--- config.mk ---
export PLATFORM = sky130hd
export DESIGN_NAME = pilot_removal
export DESIGN_NICKNAME = d
export VERILOG_FILES = /design/src/rtl/pilot_removal.sv
export SDC_FILE = /design/constraint.sdc
export NUM_CORES = 1
export LEC_CHECK = 0
export BUFFER_PORTS_ARGS = -buffer_cell sky130_fd_sc_hd__buf_2
export CORE_ASPECT_RATIO = 0.8
export CORE_MARGIN = 2
export CORE_UTILIZATION = 45
export CTS_CLUSTER_DIAMETER = 30
export DETAILED_ROUTE_END_ITERATION = 12
export HOLD_SLACK_MARGIN = 0.15
export PLACE_DENSITY = 0.77
export SLEW_MARGIN = 20
export SYNTH_ARGS = -nofsm -noshare
export SYNTH_HDL_FRONTEND = slang
export SYNTH_SLANG_ARGS = --single-unit
export TNS_END_PERCENT = 20
--- constraint.sdc ---
create_clock -name ACLK -period 2.7 [get_ports ACLK]
set_input_delay 0.54 -clock ACLK [delete_from_list [all_inputs] [get_ports ACLK]]
set_output_delay 0.54 -clock ACLK [all_outputs]
set_load 0.1 [all_outputs]
--- src/rtl/pilot_removal.sv ---
// Strips periodic pilot symbols from a framed AXI-Stream, counts corrupted pilots and
// flags frames whose tlast disagrees with the configured frame length.
module pilot_removal #(
  parameter int                    DATA_WIDTH    = 32,
  parameter int                    FRAME_LEN     = 64,
  parameter int                    PILOT_SPACING = 8,
  parameter int                    PILOT_OFFSET  = 0,
  parameter logic [DATA_WIDTH-1:0] PILOT_VALUE   = DATA_WIDTH'(32'h0000_0001)
) (
  input  logic                  ACLK,
  input  logic                  ARESET,
  input  logic [DATA_WIDTH-1:0] s_axis_tdata,
  input  logic                  s_axis_tvalid,
  output logic                  s_axis_tready,
  input  logic                  s_axis_tlast,
  output logic [DATA_WIDTH-1:0] m_axis_tdata,
  output logic                  m_axis_tvalid,
  input  logic                  m_axis_tready,
  output logic                  m_axis_tlast,
  output logic [15:0]           pilot_err_cnt,
  output logic                  frame_err
);

  localparam int IDX_W  = (FRAME_LEN > 1) ? $clog2(FRAME_LEN) : 1;
  localparam int LIDX_W = IDX_W + 1;

  function automatic bit is_pilot_idx(input int i);
    return (i >= PILOT_OFFSET) && (((i - PILOT_OFFSET) % PILOT_SPACING) == 0);
  endfunction

  function automatic logic [FRAME_LEN-1:0] build_pilot_mask();
    logic [FRAME_LEN-1:0] m;
    m = '0;
    for (int i = 0; i < FRAME_LEN; i++) m[i] = is_pilot_idx(i);
    return m;
  endfunction

  // FRAME_LEN acts as an unreachable sentinel when every index is a pilot.
  function automatic int last_data_idx();
    int r;
    r = FRAME_LEN;
    for (int i = 0; i < FRAME_LEN; i++) if (!is_pilot_idx(i)) r = i;
    return r;
  endfunction

  localparam logic [FRAME_LEN-1:0] PILOT_MASK = build_pilot_mask();
  localparam logic [LIDX_W-1:0]    LAST_IDX   = LIDX_W'(last_data_idx());
  localparam logic [IDX_W-1:0]     END_IDX    = IDX_W'(FRAME_LEN - 1);
  localparam logic [IDX_W-1:0]     IDX_ONE    = IDX_W'(1);

  logic [IDX_W-1:0]      idx_q, idx_d;
  logic [DATA_WIDTH-1:0] tdata_q, tdata_d;
  logic                  tvalid_q, tvalid_d;
  logic                  tlast_q, tlast_d;
  logic                  ferr_q, ferr_d;
  logic [15:0]           perr_q, perr_d;
  logic                  accept, pilot, at_end;

  assign s_axis_tready = !ARESET && (!tvalid_q || m_axis_tready);
  assign accept        = s_axis_tvalid && s_axis_tready;
  assign pilot         = PILOT_MASK[idx_q];
  assign at_end        = (idx_q == END_IDX);

  always_comb begin
    tdata_d  = tdata_q;
    tlast_d  = tlast_q;
    tvalid_d = tvalid_q;
    idx_d    = idx_q;
    perr_d   = perr_q;
    ferr_d   = 1'b0;
    if (m_axis_tready) tvalid_d = 1'b0;
    if (accept) begin
      if (pilot) begin
        if ((s_axis_tdata != PILOT_VALUE) && (perr_q != 16'hFFFF)) perr_d = perr_q + 16'd1;
      end else begin
        tvalid_d = 1'b1;
        tdata_d  = s_axis_tdata;
        tlast_d  = s_axis_tlast || ({1'b0, idx_q} == LAST_IDX);
      end
      // Early tlast (before the end index) and missing tlast (at it) are both errors.
      ferr_d = s_axis_tlast != at_end;
      idx_d  = (s_axis_tlast || at_end) ? '0 : idx_q + IDX_ONE;
    end
  end

  always_ff @(posedge ACLK or posedge ARESET) begin
    if (ARESET) begin
      idx_q    <= '0;
      tdata_q  <= '0;
      tvalid_q <= 1'b0;
      tlast_q  <= 1'b0;
      ferr_q   <= 1'b0;
      perr_q   <= '0;
    end else begin
      idx_q    <= idx_d;
      tdata_q  <= tdata_d;
      tvalid_q <= tvalid_d;
      tlast_q  <= tlast_d;
      ferr_q   <= ferr_d;
      perr_q   <= perr_d;
    end
  end

  assign m_axis_tdata  = tdata_q;
  assign m_axis_tvalid = tvalid_q;
  assign m_axis_tlast  = tlast_q;
  assign pilot_err_cnt = perr_q;
  assign frame_err     = ferr_q;

endmodule

==> results by group <==
Global routing
  • Largest net degree at the start of global routing: 33
  • All-layer global routing usage: 0.187
  • First-pass GRT wire length: 9.00 mm
  • Grt total ovfl: 0
  • Vias in the first global route: 1959
  • Initial antenna violation count: 0

Critical path
  • Worst endpoint data arrival time: 1460 ps
  • CP Class: flip-flop to output port
  • Buf+Inv Stages, Crit Path: 1
  • Reg2reg start: pilot_err_cnt[0]$_DFFE_PP0P_
  • Crit. End Element: output port
  • Crit path launch type: flip-flop
  • Worst setup endpoint: s_axis_tready
  • Crit-path cells: nor2b_2, nor2_2, buf_2
  • WP depth: 3
  • Maximum fanout along the worst path: 5
  • Reg2Reg Depth: 6
  • Crit path launch: m_axis_tvalid$_DFF_PP0_
  • R2R Path End: pilot_err_cnt[1]$_DFFE_PP0P_
  • Required time worst endpoint: 2160 ps
  • Setup slack, reg-to-reg: 770 ps
  • Worst path max stage delay: 430 ps
  • Slowest cell on crit path: buf_2
  • Top Family by Delay on Critical Path: buffers and inverters

Routing
  • Initial drt markers: 98
  • Met1 wire length: 2.41 mm
  • Vias/cell: 5.04
  • # DRC: 0
  • Via count: 1916
  • First-pass iteration count of the detailed router: 4
  • Met2 wire len: 2.49 mm
  • Top layer in use: met4
  • WL/cell: 14.1 microns
  • Post-route ant nets: 0
  • Met3 WL: 395 microns
  • Total Routed Length: 5.35 mm

Synthesis
  • Synth cell count leaders: dfrtp_1 (57), mux2_2 (32), xor2_1 (12)
  • YS warnings: 0
  • Post-Synthesis Cell Area: 0.00253 sq mm
  • Post-synthesis mux area share: 0.149
  • Post-synthesis cell type count: 36
  • Post-synth top area share: 0.564
  • Asr flop ratio synth: 1.00
  • Simple-gate portion of the synthesized area: 0.163
  • Post-synthesis adder-cell area fraction: 0.0198
  • Area leader, netlist: dfrtp_1
  • Synth Area in XOR/XNOR: 0.0520
  • Syn nets: 239
  • Synth Register Bits: 57
  • Largest family of logic cells by synthesized area: simple AND/OR/NAND/NOR gates
  • Syn Area/Cell: 12.8 sq um
  • Dominant synthesized flop cell: dfrtp_1
  • Compound-Gate Fraction of Synth Area: 0.0361
  • Most frequent cell after synthesis: dfrtp_1
  • Count of flip-flops with a built-in enable after synthesis: 0
  • Post-synthesis cell count: 198
  • Top post-synthesis cells by area: dfrtp_1 (56%), mux2_2 (14%), xor2_1 (4.2%)
  • Seq/Total Area, Yosys: 0.564

Die
  • Die Height: 71.0 microns
  • Rows: 24
  • I/O Pins: 89
  • Core Box Area: 0.00544 sq mm
  • Die area: 0.00624 sq mm
  • Die X-Extent: 87.8 microns
  • Initial core utilization: 0.465

STA
  • Pins Over Slew Limit: 0
  • Fmax: 0.501 GHz
  • Final setup fails: 0
  • Unrepaired setup endpoints after global routing: false
  • Setup_tns: 0 ps
  • Relative slew margins: 0.625
  • Hold Vio Cnt, Final: 0
  • Worst-Margin Slew: 562 ps
  • Period utilization: 0.740
  • Clock Skews: 6.69 ps
  • Final Critical Period: 2000 ps

Place
  • Placer Congestion: 0.845
  • Detail Placement HPWL: 3.98 mm
  • Buffers on Ports: 88

Clock network
  • Root buffer cell: clkbuf_8
  • Postcts setup bufs: 0
  • Clk slew on worst S/H paths: 60 ps
  • H-tree levels: 3
  • CTS tree: done
  • CTS Buf Count: 9
  • Hold-fix buffer count after cts: 0
  • Clock sinks: 57
  • Resize count post-CTS: 0
  • Later-pin clock latency in the skew report: 330 ps
  • Clk buf depth: 2

Finish
  • Fill cells: 439
  • Final core utilization: 0.609
  • Layout cell share with drive strength beyond 1: 0.507
  • Fin nets: 338
  • Antenna diodes: 0
  • Synthesis-to-finish area growth: 30.9%

Run
  • # Max-Cap Violations: 0

Min path
  • Worst min path class: primary input to async pin

Outcome
  • Status: complete, no violations
## worst min-delay path by stage
stage,depth (start not counted),slack [ps],to,from
global placement,2,460,m_axis_tlast$_DFFE_PP0P_,m_axis_tlast$_DFFE_PP0P_
global route,2,320,idx_q[5]$_DFFE_PP0P_,ARESET
finish,2,280,idx_q[2]$_DFFE_PP0P_,ARESET
CTS,2,290,idx_q[4]$_DFFE_PP0P_,ARESET
detailed placement,1,470,idx_q[5]$_DFFE_PP0P_,idx_q[5]$_DFFE_PP0P_
floorplan,1,440,idx_q[5]$_DFFE_PP0P_,idx_q[5]$_DFFE_PP0P_
## flip-flops by register name, summed over array words and instances (netlist names)
name	cells
m_axis_tvalid	1
pilot_err_cnt	16
frame_err	1
m_axis_tlast	1
idx_q	6
m_axis_tdata	32
## cell type report
cell class	count	area [sq um]	area share
Timing Repair Buffer	91	475	0.144
Clock inverter	5	78.8	0.0238
Multi-Input combinational cell	131	1060	0.321
Tap cell	78	97.6	0.0295
Sequential cell	57	1430	0.431
Clock buffer	11	141	0.0427
Inverter	7	26.3	0.00794
## cell families (layout without fill, tap and decap cells)
| kind of cell | after synthesis | after routing |
|---|---|---|
| flops | 57 | 57 |
| buf+inv | 10 | 114 |
| compound gates | 13 | 13 |
| xor+xnor | 15 | 15 |
| simple gates | 66 | 66 |
| mux | 33 | 33 |
| fa+ha+maj | 4 | 4 |
## per-layer routing
metal / vias to the layer above / track usage
met5: - / 0
met1: 917 / 0.246
li1: 918 / -
met2: 73 / 0.288
met4: 0 / 0.0564
met3: 8 / 0.0747
## metrics by stage
stage	instances	instance area [sq um]	hold WS (ps)	setup WS [ps]
after floorplan	198	2530	438	184
after global routing	380	3310	318	621
after detailed placement	364	3090	471	478
after CTS	380	3310	287	683
after global placement	364	3090	460	515
final	380	3310	284	703
## layout by cell type, fill, tap and decap left out, types with 2 or more instances in the layout
cell and count:
mux2_2 32, bufinv_16 2, buf_2 88, nor4_1 11, buf_4 2, o21ai_0 7, dfrtp_1 57, inv_1 6
xor2_1 12, nand2b_1 3, clkbuf_8 10, nor3_1 6, nand4_1 6, o31ai_1 2, nor2_2 3, nand2_1 10
and2_1 3, ha_1 4, nor4_2 2, nand3_1 9, clkinv_2 2, xnor2_1 3
Power is left out: the tool's default activity adds up to more than one toggle a clock period on the data nets, which glitch-free logic cannot reach.
